$ cat src/rtl/simple_dual_port_lutram.sv
// Simple dual-port distributed RAM: one byte-masked write and one registered
// read per cycle, with a sequential clear engine that runs after reset and on
// flush. The array itself carries no reset.
// Optional build macro LUTRAM_PARITY_EN adds one even-parity bit per byte lane
// and a parity_error_out port aligned with read_valid_out.
//
// state | meaning
// CLEAR | clear engine zeroing one entry per cycle, ports blocked
// IDLE  | normal operation, write and read ports serviced
module simple_dual_port_lutram #(
  parameter int SINGLE_ELEMENT_SIZE_IN_BITS = 64,
  parameter int NUMBER_SETS                 = 64,
  parameter int SET_PTR_WIDTH_IN_BITS       = $clog2(NUMBER_SETS),
  parameter int BYTE_EN_WIDTH               = SINGLE_ELEMENT_SIZE_IN_BITS / 8,
  parameter int WRITE_FIRST                 = 0
) (
  input  logic                                   clk_in,
  input  logic                                   reset_n_in,
  input  logic                                   flush_in,
  output logic                                   busy_out,
  input  logic                                   write_en_in,
  input  logic [SET_PTR_WIDTH_IN_BITS-1:0]       write_set_addr_in,
  input  logic [BYTE_EN_WIDTH-1:0]               write_byte_en_in,
  input  logic [SINGLE_ELEMENT_SIZE_IN_BITS-1:0] write_element_in,
  input  logic                                   read_en_in,
  input  logic [SET_PTR_WIDTH_IN_BITS-1:0]       read_set_addr_in,
  output logic [SINGLE_ELEMENT_SIZE_IN_BITS-1:0] read_element_out,
  output logic                                   read_valid_out
`ifdef LUTRAM_PARITY_EN
  ,
  output logic [BYTE_EN_WIDTH-1:0]               parity_error_out
`endif
);

  localparam int W  = SINGLE_ELEMENT_SIZE_IN_BITS;
  localparam int AW = SET_PTR_WIDTH_IN_BITS;
  localparam int BW = BYTE_EN_WIDTH;
  // One extra bit so the range check also works when NUMBER_SETS is a power of two.
  localparam logic [AW:0]   NUM_SETS_EXT = (AW + 1)'(NUMBER_SETS);
  localparam logic [AW-1:0] LAST_SET     = AW'(NUMBER_SETS - 1);

  typedef enum logic {
    ST_CLEAR = 1'b0,
    ST_IDLE  = 1'b1
  } state_e;

  state_e        state_q, state_d;
  logic [AW-1:0] clear_ptr_q, clear_ptr_d;
  logic [W-1:0]  rd_data_q, rd_data_d;
  logic          rd_valid_q, rd_valid_d;

  logic [W-1:0]  lutram_q [NUMBER_SETS];

  logic          idle;
  logic          wr_in_range, rd_in_range;
  logic          wr_fire, rd_fire, same_addr;
  logic          mem_we;
  logic [AW-1:0] mem_addr;
  logic [BW-1:0] mem_mask;
  logic [W-1:0]  mem_wdata;
  logic [W-1:0]  rd_old, rd_merged;

  assign idle        = (state_q == ST_IDLE);
  assign wr_in_range = ({1'b0, write_set_addr_in} < NUM_SETS_EXT);
  assign rd_in_range = ({1'b0, read_set_addr_in} < NUM_SETS_EXT);
  assign wr_fire     = idle && write_en_in && wr_in_range;
  assign rd_fire     = idle && read_en_in;
  assign same_addr   = (write_set_addr_in == read_set_addr_in);
  assign busy_out    = ~idle;

  // Next-state logic for the clear engine; flush is only honoured from IDLE.
  always_comb begin
    state_d     = state_q;
    clear_ptr_d = clear_ptr_q;
    case (state_q)
      ST_CLEAR: begin
        if (clear_ptr_q == LAST_SET) begin
          state_d     = ST_IDLE;
          clear_ptr_d = '0;
        end else begin
          clear_ptr_d = clear_ptr_q + 1'b1;
        end
      end
      ST_IDLE: begin
        if (flush_in) begin
          state_d     = ST_CLEAR;
          clear_ptr_d = '0;
        end
      end
      default: begin
        state_d     = ST_CLEAR;
        clear_ptr_d = '0;
      end
    endcase
  end

  // Array write port: clear engine owns it while busy, otherwise the user write.
  always_comb begin
    mem_we    = 1'b0;
    mem_addr  = write_set_addr_in;
    mem_mask  = write_byte_en_in;
    mem_wdata = write_element_in;
    if (!idle) begin
      mem_we    = 1'b1;
      mem_addr  = clear_ptr_q;
      mem_mask  = '1;
      mem_wdata = '0;
    end else if (wr_fire) begin
      mem_we = 1'b1;
    end
  end

  // Read path: old entry, optionally overlaid with same-cycle write bytes.
  always_comb begin
    rd_old    = rd_in_range ? lutram_q[read_set_addr_in] : '0;
    rd_merged = rd_old;
    if ((WRITE_FIRST != 0) && wr_fire && same_addr) begin
      for (int i = 0; i < BW; i++) begin
        if (write_byte_en_in[i]) rd_merged[8*i +: 8] = write_element_in[8*i +: 8];
      end
    end
    rd_valid_d = rd_fire;
    rd_data_d  = rd_fire ? rd_merged : rd_data_q;
  end

  // Distributed RAM storage, deliberately without reset.
  always_ff @(posedge clk_in) begin
    if (mem_we) begin
      for (int i = 0; i < BW; i++) begin
        if (mem_mask[i]) lutram_q[mem_addr][8*i +: 8] <= mem_wdata[8*i +: 8];
      end
    end
  end

  // Control and read-output registers.
  always_ff @(posedge clk_in or negedge reset_n_in) begin
    if (!reset_n_in) begin
      state_q     <= ST_CLEAR;
      clear_ptr_q <= '0;
      rd_data_q   <= '0;
      rd_valid_q  <= 1'b0;
    end else begin
      state_q     <= state_d;
      clear_ptr_q <= clear_ptr_d;
      rd_data_q   <= rd_data_d;
      rd_valid_q  <= rd_valid_d;
    end
  end

  assign read_element_out = rd_data_q;
  assign read_valid_out   = rd_valid_q;

`ifdef LUTRAM_PARITY_EN
  logic [BW-1:0] parity_q [NUMBER_SETS];
  logic [BW-1:0] mem_wpar;
  logic [BW-1:0] rd_par_merged;
  logic [BW-1:0] par_err_q, par_err_d;

  // Even parity per lane of whatever is being written (zero data gives zero parity).
  always_comb begin
    mem_wpar = '0;
    for (int i = 0; i < BW; i++) begin
      mem_wpar[i] = ^mem_wdata[8*i +: 8];
    end
  end

  // Check parity of the returned word against stored (or freshly written) parity.
  always_comb begin
    rd_par_merged = rd_in_range ? parity_q[read_set_addr_in] : '0;
    if ((WRITE_FIRST != 0) && wr_fire && same_addr) begin
      for (int i = 0; i < BW; i++) begin
        if (write_byte_en_in[i]) rd_par_merged[i] = ^write_element_in[8*i +: 8];
      end
    end
    par_err_d = '0;
    for (int i = 0; i < BW; i++) begin
      par_err_d[i] = rd_fire && ((^rd_merged[8*i +: 8]) ^ rd_par_merged[i]);
    end
  end

  // Parity storage, written alongside its data byte.
  always_ff @(posedge clk_in) begin
    if (mem_we) begin
      for (int i = 0; i < BW; i++) begin
        if (mem_mask[i]) parity_q[mem_addr][i] <= mem_wpar[i];
      end
    end
  end

  // Registered parity error flags, aligned with read_valid_out.
  always_ff @(posedge clk_in or negedge reset_n_in) begin
    if (!reset_n_in) par_err_q <= '0;
    else             par_err_q <= par_err_d;
  end

  assign parity_error_out = par_err_q;
`endif

endmodule

$ cat config.mk
export PLATFORM = sky130hd
export DESIGN_NAME = simple_dual_port_lutram
export DESIGN_NICKNAME = d
export VERILOG_FILES = /design/src/rtl/simple_dual_port_lutram.sv
export SDC_FILE = /design/constraint.sdc
export NUM_CORES = 2
export LEC_CHECK = 0
export BUFFER_PORTS_ARGS = -buffer_cell sky130_fd_sc_hd__buf_2
export CELL_PAD_IN_SITES_DETAIL_PLACEMENT = 2
export CELL_PAD_IN_SITES_GLOBAL_PLACEMENT = 2
export CORE_AREA = 4 4 737 739
export DETAILED_ROUTE_END_ITERATION = 10
export DIE_AREA = 0 0 741 743
export PLACE_DENSITY_LB_ADDON = 0.1
export SLEW_MARGIN = 10
export SYNTH_ARGS = -nofsm -noshare
export SYNTH_HDL_FRONTEND = slang
export SYNTH_SLANG_ARGS = --single-unit
$ cat constraint.sdc
create_clock -name clk_in -period 2.3 [get_ports clk_in]
set_clock_uncertainty 0.05 [all_clocks]
set_input_delay 0.115 -clock clk_in [delete_from_list [all_inputs] [get_ports clk_in]]
set_output_delay 0.115 -clock clk_in [all_outputs]
set_load 0.02 [all_outputs]
After elaboration in Yosys (flattened, before gate mapping)
Memories as Yosys holds them, arrays and structs flattened. A register that Yosys moved wholly into a read port is not among the register bits. Index checks and enable logic that the tools add are counted.

Bits of input ports: 89. Bits in registers: 8. Output and inout bits: 66. Logic and storage cells: 46. Memories kept: 1. Memory bits (writable): 4096.

Memories: lutram_q (words 64, width 64, read ports 1, clocked after Yosys merged registers in 1, wr ports 1, line 52) `logic [W-1:0] lutram_q [NUMBER_SETS];`.

Eq/ne operators: 2. Mux-type cells: 35. Reductions and logical operators: 3. Add/subtract/negate cells: 1. Bitwise logic cells: 1.

Operators by type and width (number): 64-bit two-way mux (1); 1-bit two-way mux (28); 6-bit two-way mux (3); 6-bit one-hot mux with 2 select lines (1); 8-bit two-way mux (1); 6-bit by 1-bit adder with 6-bit output, second input constant (1); 6-bit == test, second input constant (1); 1-bit logical AND (2); 2-bit inequality test, second input constant (1); 1-bit one-hot mux with 2 select lines (1); 1-bit logical NOT (1); 1-bit NOT (1).

Depth between registers and ports, before layout
Depth after elaboration: 5. Depth in mapped cells: 11. Mapped depth without buffers: 6.

Least setup slack after synthesis
Ideal clock, no wire load.

Path kind: reg-to-reg. Start: register state_q, in the netlist idle. End: memory lutram_q[0][0] (netlist bit), data pin. Stages on the path, launching flop included: 5. Period minus slack after synthesis: 2.467 ns. Path buffers: 3. Required time: 1.883 ns. Path slack: -0.167 ns. Data arrival time: 2.050 ns. Library setup time: 0.367 ns. Cells stage by stage: dfrtp_1 > clkbuf_1 > clkbuf_1 > clkbuf_1 > and2_1.

Word-level cells in the longest chain between the ends: 1.

Ends and longest elaborated chain: start, declared (line 47) `state_e state_q, state_d;`; start signal, assigned (line 143) `state_q <= state_d;`; 64-bit two-way mux (line 103) `if (!idle) begin`; named net mem_wdata[0] (line 60) `logic [W-1:0] mem_wdata;`; end, declared (line 52).

The timed path passes the listed nets, and every way through them passes these cells.

Final worst setup path
Start: register state_q, in the netlist idle. End: memory lutram_q[19][35] (netlist bit), enable pin.

Word-level cells in the longest chain between the ends: 5. Elaborated cells between the ends (all ways): 8. Those cells by class: mux: 7; reduce/logical: 1.

Ends and longest elaborated chain: 1-bit logical AND (line 66) `assign wr_fire = idle && write_en_in && wr_in_range;`; 1-bit two-way mux (line 108) `end else if (wr_fire) begin`; 1-bit two-way mux (line 103); 1-bit two-way mux (line 128) `if (mem_we) begin`; 1-bit two-way mux (implied by the code) (line 130) `if (mem_mask[i]) lutram_q[mem_addr][8*i +: 8] <= mem_wdata[8*i +: 8];`.

Several ways; a longest one is shown, not always the timed one.

==> metrics <==
worst hold path class=in -> reg; placed cells=16,100; number of global-route vias before repair=93,400; chip height=743 µm; biggest fanout along the worst timing path=8; placed wire-length estimate after detailed placement=377,000 µm; XOR/XNOR Fraction of Synth Area=0.000109; number of antenna-violating nets in the routed design=0; Worst Path Required=2980 ps; I/O Pins=155; Least-Margin Pin Slew=819 ps; multiplexer fraction of the synthesized cell area=0.144; number of antenna violations at the first check in global routing=46; layout net count=9,552; setup repair after global routing missed its margin=yes; post-detailed-routing wire length=558,000 µm; cell-by-cell trace of the critical path=buf_8 > mux2_4 > buf_6 > nor2_1 > buf_6 > nand2_4 > buf_12 > nor2_1 > buf_6; number of levels the H-tree was split into=5; clock tree root buffer cell=clkbuf_16; arithmetic-cell share of the synthesized area counting full adders, half adders and majority gates=0.0000780; Yosys top cell by area=edfxtp_1; startpoint types=flip-flop; most instantiated cells after synthesis=edfxtp_1 (4,096), mux4_2 (768), mux2i_1 (579); classification of the worst setup path=reg -> reg; power per standard cell area=926 nW/µm²; CTS tree=yes; buffer levels on the longest clock path=4; violations in the final reports=setup timing; Cell Rows=269; Maximum Capacitance Violations=0; remaining design rule violation count=0; max_slew headroom=0.454; flip-flop and latch count after synthesis=4,168; Area growth, synth to finish=25.9%; min cycle time layout=2500 ps; Routability Congestion=0.777; all-layer global routing usage=0.199; Post-Synth Simple-Gate Area=0.0307; share of flip-flops with an asynchronous set or reset=0.0173; Post-synth EDFFs=4,096; critical hold path startpoint=read_set_addr_in[4]; R2R Path End=lutram_q[19][35]; GRT overflow=0; number of warning messages in the yosys log=0; Die Span X=741 µm; register area share after synthesis=0.778; via count=84,900; die area=551,000 µm²; most area-consuming cells after synthesis=edfxtp_1 (77%), mux4_2 (11%), mux2i_1 (3.6%); FF-to-FF setup slack=-200 ps; destination of the worst hold path=read_element_out[5]; cell seen most often among critical-path stages=buf_6; share of the synthesized area in compound gates (AO/OA/AOI/OAI)=0.0328; routed len/inst=32.7 µm; share of layout cells above drive strength 1=0.343; clock insertion delay at the later pin of the skew report=1040 ps; WP data arrival=3170 ps; Cell Area, Placed=183,000 µm²; final hold violation count=0; top-count cell post-synth=edfxtp_1; number of input and output port buffers inserted=154; synthesized area divided by synthesized cell count=20.6 µm²; register clock-pin slew on the reported worst setup and hold paths=60 ps; Cell Count, Final, Fillers Out=17,100; startpoint of the worst-slack reg-to-reg timing path=idle; post-synth net total=7,895; endpoints failing setup=4,082; via density per instance=4.98; Floorplan Core Area=536,000 µm²; worst-case setup margin in the final layout=-197 ps; status=finished, violations left; Mapped Cells=7,805; commonest register cell after synthesis=edfxtp_1; cell with the biggest individual delay on the critical path=dfrtp_4; first-pass GRT wire length=772,000 µm; critical path capture point type=flip-flop; dominant combinational cell family by area after synthesis=multiplexers; area of all placed cells without fillers=202,000 µm²; static leakage power=70.5 nW; Worst VDD drop=0.728 mV; detailed-router iteration count before antenna repair=6; cell area after synthesis=160,000 µm²; initial drt markers=6,993; post-synthesis cell type count=41; effective utilization at floorplan=0.299; worst hold path cell count=6; worst-case hold slack=108 ps; cts bufs inserted=473; peak per-stage delay on the critical path=550 ps; number of clock sinks seen by CTS=4,168; top cell type's share of synthesized area=0.767; largest net degree at the start of global routing=65; fin. max-slew vios=0; worst r2r path cells=9; maximum clock rate=400 MHz; final period utilization=1.09
==> per-layer routing <==
| layer | track usage | wire length [µm] | share of wire |
|---|---|---|---|
| met1 | 0.262 | 238000 | 0.43 |
| met2 | 0.348 | 281000 | 0.50 |
| met3 | 0.0283 | 23600 | 0.042 |
| met4 | 0.0454 | 14800 | 0.027 |
| met5 | 0 | 56 | 0.00010 |
==> registers in the layout (all words and copies together) (netlist names) <==
name,cells
clear_ptr_q,6
idle,1
lutram_q,4096
read_element_out,64
read_valid_out,1
==> where the power goes <==
part	internal (W)	switching, W	total (W)
registers	0.0886	0.00185	0.0904
clock network	0.0432	0.0316	0.0748
logic	0.00830	0.0134	0.0217
==> cells by family (layout without fill, tap and decap cells) <==
group,Yosys count,after routing
AOI/OAI and AO/OA,727,728
xor gates and xnor gates,2,2
adders and majority gates,1,1
buffers and inverters,473,2534
DFF,4168,4168
muxes,1350,1350
other,0,22
and+or+nand+nor,1084,1084
==> through the flow <==
step	total power (W)	util	TNS (ps)	setup slack (ps)
floorplan	0.0998	-	-141920	-59.8
global route	0.194	0.376	-634750	-257
finish	0.187	0.377	-410250	-197
CTS	0.189	0.374	-512070	-212
detailed placement	0.113	0.341	-1012430	-894
global placement	0.112	0.341	-896080	-961
==> how the worst max path moves through the flow <==
| stage | to | start | slack [ps] |
|---|---|---|---|
| 2_1_floorplan | lutram_q[12][24] | idle | -60 |
| 3_3_place_gp | lutram_q[37][49] | idle | -960 |
| 3_5_place_dp | lutram_q[37][62] | idle | -890 |
| 4_1_cts | lutram_q[15][49] | idle | -210 |
| 5_1_grt | lutram_q[20][17] | idle | -260 |
| 6_report | lutram_q[19][35] | idle | -200 |
==> final cells by class <==
class                      instances  area, µm²
timing repair buffer            1649      17800
antenna                           22       55.1
clock buffer                     600      12500
fill                           50900     334000
tap                             7181       8980
sequential                      4168     125000
multi-input combinational       3165      34900
inverter                           5       33.8
clock inverter                   280       2810
==> critical path: cells and delay by family (launching register included) <==
kind / cells / cell delay (ps)
flops: 1 / 550
mux: 1 / 320
simple gates: 3 / 390
buf+inv: 5 / 900
==> layout by cell type, fill, tap and decap left out, types with 12 or more instances in the layout <==
cell              n
or3_1            63
edfxtp_1       4096
a211oi_1        120
nand2_2          27
nor2_1          332
o22ai_1         130
diode_2          22
clkinv_1         96
clkinv_2        100
nand2_4          32
and2_2           64
and2_1           63
clkbuf_8         12
bufinv_16        44
buf_2           149
buf_4           796
nand3_1         133
mux2i_1         578
a22oi_1         320
dlygate4sd3_1    82
buf_6           234
a221o_1          64
nand2_1          76
nor2_4           56
nor2_2          148
clkbuf_16       475
buf_8            33
clkinvlp_4       13
clkbuf_1        113
mux4_2          768
a21oi_1          64
buf_12          350
nand4_1          64
dfrtp_1          71
==> timing repair <==
| action | CTS | global route |
|---|---|---|
| setup endpoints to repair | 4155 | 4279 |
| gates cloned | 1 | 0 |
| buffers inserted | 17 | 6 |
| resized for setup | 316 | 365 |
| endpoints found under the hold margin | 6107 | 0 |
| hold buffers | 83 | 0 |
| pin swaps | 9 | 9 |
Power figures use the tool's default switching activity.
